<file path="config.mk">
export PLATFORM = sky130hd
export DESIGN_NAME = game_status_ctrl_module
export DESIGN_NICKNAME = d
export VERILOG_FILES = /design/src/rtl/game_pkg.sv /design/src/rtl/game_status_ctrl_module_flash_timer.sv /design/src/rtl/game_status_ctrl_module.sv
export SDC_FILE = /design/constraint.sdc
export NUM_CORES = 1
export LEC_CHECK = 0
export CAP_MARGIN = 40
export CELL_PAD_IN_SITES_DETAIL_PLACEMENT = 0
export CELL_PAD_IN_SITES_GLOBAL_PLACEMENT = 1
export CORE_MARGIN = 2
export CORE_UTILIZATION = 35
export CTS_BUF_LIST = sky130_fd_sc_hd__clkbuf_8
export CTS_CLUSTER_DIAMETER = 120
export CTS_CLUSTER_SIZE = 28
export DETAILED_ROUTE_END_ITERATION = 7
export PLACE_DENSITY_LB_ADDON = 0.08
export SKIP_LAST_GASP = 1
export SYNTH_ARGS = -nofsm -noshare
export SYNTH_HDL_FRONTEND = slang
export SYNTH_SLANG_ARGS = --single-unit
</file>
<file path="constraint.sdc">
create_clock -name CLK_40M -period 3.61 [get_ports CLK_40M]
set_clock_uncertainty 0.15 [all_clocks]
set_input_delay 0.722 -clock CLK_40M [delete_from_list [all_inputs] [get_ports CLK_40M]]
set_output_delay 0.722 -clock CLK_40M [all_outputs]
set_load 0.02 [all_outputs]
</file>
<file path="src/rtl/game_pkg.sv">
// rtl/game_pkg.sv - shared one-hot game status encoding for the snake game
package game_pkg;

    localparam int GS_W = 3;

    typedef enum logic [GS_W-1:0] {
        GS_START = 3'b001,
        GS_PLAY  = 3'b010,
        GS_END   = 3'b100
    } game_status_t;

endpackage

</file>
<file path="src/rtl/game_status_ctrl_module_flash_timer.sv">
// rtl/game_status_ctrl_module_flash_timer.sv - END-screen flash prescaler and toggle counter
module flash_timer_module #(
    parameter int FLASH_HALF_CYC = 20_000_000,
    parameter int FLASH_TIMES    = 4
) (
    input  logic CLK_40M,
    input  logic RST,
    input  logic clear,
    input  logic enable,
    output logic flash_on,
    output logic done
);

    localparam int CW = $clog2(FLASH_HALF_CYC);
    localparam int TW = $clog2(2 * FLASH_TIMES + 1);
    localparam logic [CW-1:0] CYC_LAST = CW'(FLASH_HALF_CYC - 1);
    localparam logic [TW-1:0] TOG_LAST = TW'(2 * FLASH_TIMES - 1);

    logic [CW-1:0] cyc_cnt;
    logic [TW-1:0] tog_cnt;

    // clear restarts the sequence; enable at clear time arms the first visible half-period
    always_ff @(posedge CLK_40M) begin
        if (RST) begin
            cyc_cnt  <= '0;
            tog_cnt  <= '0;
            flash_on <= 1'b0;
            done     <= 1'b0;
        end else if (clear) begin
            cyc_cnt  <= '0;
            tog_cnt  <= '0;
            flash_on <= enable;
            done     <= 1'b0;
        end else if (enable && !done) begin
            if (cyc_cnt == CYC_LAST) begin
                cyc_cnt <= '0;
                tog_cnt <= tog_cnt + 1'b1;
                if (tog_cnt == TOG_LAST) begin
                    done     <= 1'b1;
                    flash_on <= 1'b0;
                end else begin
                    flash_on <= ~flash_on;
                end
            end else begin
                cyc_cnt <= cyc_cnt + 1'b1;
            end
        end
    end

endmodule

</file>
<file path="src/rtl/game_status_ctrl_module.sv">
// rtl/game_status_ctrl_module.sv - START/PLAY/END game flow FSM with END-screen flash timing
module game_status_ctrl_module
    import game_pkg::*;
#(
    parameter int FLASH_HALF_CYC = 20_000_000,
    parameter int FLASH_TIMES    = 4
) (
    input  logic            CLK_40M,
    input  logic            RST,
    input  logic            start_key_pulse,
    input  logic            hit_wall_sig,
    input  logic            hit_body_sig,
    output logic [GS_W-1:0] Game_status,
    output logic            Flash_over_sig,
    output logic            flash_on,
    output logic            game_init_pulse
);

    game_status_t state;
    logic         hit;
    logic         enter_end;
    logic         leave_end;
    logic         timer_clear;
    logic         timer_enable;
    logic         flash_done;

    assign hit       = hit_wall_sig | hit_body_sig;
    assign enter_end = (state == GS_PLAY) && hit;
    assign leave_end = (state == GS_END) && flash_done && start_key_pulse;

    // Timer is held cleared everywhere except inside END, so its outputs read 0 outside END
    assign timer_clear  = (state != GS_END) || leave_end;
    assign timer_enable = enter_end || ((state == GS_END) && !leave_end);

    flash_timer_module #(
        .FLASH_HALF_CYC(FLASH_HALF_CYC),
        .FLASH_TIMES   (FLASH_TIMES)
    ) u_flash_timer (
        .CLK_40M (CLK_40M),
        .RST     (RST),
        .clear   (timer_clear),
        .enable  (timer_enable),
        .flash_on(flash_on),
        .done    (flash_done)
    );

    always_ff @(posedge CLK_40M) begin
        if (RST) begin
            state           <= GS_START;
            game_init_pulse <= 1'b0;
        end else begin
            game_init_pulse <= 1'b0;
            case (state)
                GS_START: begin
                    if (start_key_pulse) begin
                        state           <= GS_PLAY;
                        game_init_pulse <= 1'b1;
                    end
                end
                GS_PLAY: begin
                    if (hit) state <= GS_END;
                end
                GS_END: begin
                    if (flash_done && start_key_pulse) state <= GS_START;
                end
                default: state <= GS_START;
            endcase
        end
    end

    assign Game_status    = state;
    assign Flash_over_sig = flash_done;

endmodule
</file>
==> reports/results.ini <==
[outcome]
status=complete, no violations

[timing]
tightest_slew_ns=0.5547
maxSlewViolCount=0
timing.setup.tns_ns=0
max-slew-margin-rel_pct=62.73
setup_viol=0
period_share_pct=76.44
maxClockFrequency_mhz=362.4
rsz0062_at_grt=no
hold_viol_final=0
period_needed_ns=2.759

[clock_network]
clockBufferDepth=2
clk_pin_slew_ns=0.07
clk_latency_ns=0.28
numCtsBuffers=5
htreeDepth=2
cts_tree=yes
cts-hold-fix-buffers=0
cts-resized-gates=0
root_buffer=clkbuf_8
cts_setup_buffers=0
cts.sinks=35

[logic_synthesis]
yosys.area.top_type_share_pct=41.09
async_flop_share_pct=0
synth_xor_area_share_pct=9.758
synth_top_family_by_area=simple AND/OR/NAND/NOR gates
synth_top_area_cell=dfxtp_1
syn_area_um2=1705
synth_area_leaders=dfxtp_1 (41%), xnor2_1 (9.8%), nor2_1 (5.5%)
synth-seq-cells=35
synthAdderAreaFrac_pct=1.467
netlist_instances=199
synth_compound_area_share_pct=9.831
synth.lib_cells_used.distinct=37
synthMuxAreaShare_pct=1.174
synth_nets=206
ys.flop_type=dfxtp_1
yosysWarnings=0
synth.avg_cell_area_um2=8.570
synthSimpleGateAreaFrac_pct=33.16
seq_area_frac_synth_pct=41.09
synth_edf_count=0

[setup_path]
cp_data_arrival_time_ns=2.82
crit_start=hit_body_sig
critPathLaunchType=primary input
critPathRequiredTime_ns=3.67
endpoint_kind=register
r2r_setup_slack_ns=1.11
r2r_start=Game_status[0]$_SDFFE_PP1P_
r2r_cells=5
cp-endpoint=u_flash_timer.tog_cnt[3]$_SDFFE_PP0P_
cp_max_fo=12
r2r-end=u_flash_timer.tog_cnt[3]$_SDFFE_PP0P_
worstSetupPathType=primary input to register

[power]
ir_worst_vdd_uv=140.2
cell_internal_pwr_mw=0.5766
clock_power_share_pct=41.6
swShare_pct=21.27
switching_power_mw=0.1558
p_seq_share_pct=53.9
finalPower_mw=0.7324
power.leakage_nw=0.5382
powerDensity_nw_per_um2=371.6
combPwrFrac_pct=4.5

[global_route]
overflow=0
grt_max_degree=22
grt_pass1_vias=1435
antenna_found_initial=0
grt_util_all_layers_pct=15.52
grt_pass1_wl_mm=6.527

[cells_and_area]
final_cells=276
drive_gt1_share_pct=9.569
num-nets-final=215
n_antenna_cell=0
fin_util_pct=41.72
area_growth_pct=15.55

[drt]
dr.first_iter.drc_count=75
met2_length_mm=1.845
drc_errors=0
vias_per_cell=5.312
vias=1466
m1WireLength_mm=1.799
route.met3.wl_um=91
top_layer=met4
wl_per_cell_um=13.74
ant_nets=0
firstDrtPassIters=4
wl_mm=3.793

[floorplan]
die_area_um2=5447
initial_core_util_pct=36.11
die_w_um=73.81
ioPinCount=11
die_h_um=73.81
row_count=25
core_um2=4723

[placed_design]
io_buffers=10
gp_congestion=0.7629
dp_cells=268
dp_hpwl_mm=2.670

[worst_hold_path]
hp-class=register to register
min_from=u_flash_timer.tog_cnt[3]$_SDFFE_PP0P_

[job]
maxCapViolations=0

-- layer usage --
layer | vias to the layer above | GRT usage (%)
li1 | 742 | -
met1 | 700 | 18.60
met2 | 18 | 26.88
met3 | 6 | 3.292
met4 | 0 | 6.061
met5 | - | 0
-- power groups by stage --
stage	logic (mW)	clock network (mW)	registers, mW
4_1_cts	0.0334	0.319	0.395
3_5_place_dp	0.0332	0	0.404
3_3_place_gp	0.0326	0	0.404
6_report	0.0332	0.304	0.395
2_1_floorplan	0.0165	0	0.403
5_1_grt	0.0365	0.338	0.396
-- synthesized netlist by cell type, types with 2 or more instances --
cell,n
a21oi_1,8
a31oi_1,2
buf_2,3
clkbuf_1,9
dfxtp_1,35
ha_1,2
inv_1,3
mux2i_1,2
nand2_1,11
nand3_1,8
nand3b_1,2
nand4_1,6
nor2_1,25
nor3_1,5
nor3b_1,2
nor4_1,11
nor4b_1,5
nor4b_2,2
o211ai_1,2
o21ai_0,8
or2_2,3
or3_1,9
or4_1,4
xnor2_1,19
-- stage by stage --
stage                     worst slack [ns]  hold WS [ns]  instance area, um^2
final                               0.8507        0.3381                 1971
after global routing                0.7338        0.3684                 1971
after CTS                           0.8619        0.3373                 1971
after detailed placement            0.5666        0.3269                 1871
after global placement              0.6004        0.3194                 1871
after floorplan                      1.377        0.3023                 1705
-- kinds of logic after synthesis --
family,Yosys count
fa+ha+maj,2
buf+inv,15
mux,2
xor+xnor,19
compound gates,27
simple gates,99
flops,35
-- final cells by class --
class,count,area [um^2]
fill,497,2753
multi-input combinational,149,944.7
sequential,35,700.7
timing repair buffer,14,130.1
clock buffer,7,96.34
tap,67,83.83
inverter,3,11.26
clock inverter,1,3.754
-- critical path, cell delays in order --
cell and delay (ns):
clkdlybuf4s50_1 0.51, o21ba_2 0.15, mux2i_1 0.08, buf_4 0.18, or3_1 0.52, or4_1 0.51
a21oi_1 0.14
-- registers in the layout, summed over array words and instances (netlist names) --
register                cells
u_flash_timer.done          1
u_flash_timer.cyc_cnt      25
u_flash_timer.flash_on      1
Game_status                 3
u_flash_timer.tog_cnt       4
game_init_pulse             1
-- layout by cell type, fill, tap and decap left out, drive strengths merged, types with 3 or more instances in the layout --
cell type / synthesis / layout
nor4b: 7 / 7
clkdlybuf4s50: 0 / 10
nor4: 11 / 11
or3: 9 / 9
or4: 4 / 4
o21ai: 8 / 8
clkbuf: 9 / 7
nand4: 6 / 6
nor2: 25 / 25
xnor2: 19 / 19
dfxtp: 35 / 35
buf: 3 / 4
or2: 3 / 3
nor3: 5 / 5
a21oi: 8 / 8
nand2: 11 / 11
inv: 3 / 4
nand3: 8 / 8
-- how the worst min path moves through the flow --
stage / endpoint / cells after the start
final: u_flash_timer.tog_cnt[3]$_SDFFE_PP0P_ / 2
after global placement: u_flash_timer.tog_cnt[3]$_SDFFE_PP0P_ / 2
after detailed placement: u_flash_timer.tog_cnt[3]$_SDFFE_PP0P_ / 2
after global routing: u_flash_timer.cyc_cnt[24]$_SDFFE_PP0P_ / 2
after floorplan: u_flash_timer.tog_cnt[3]$_SDFFE_PP0P_ / 2
after CTS: u_flash_timer.tog_cnt[3]$_SDFFE_PP0P_ / 2
No activity file was read; power rests on OpenSTA's default activity.
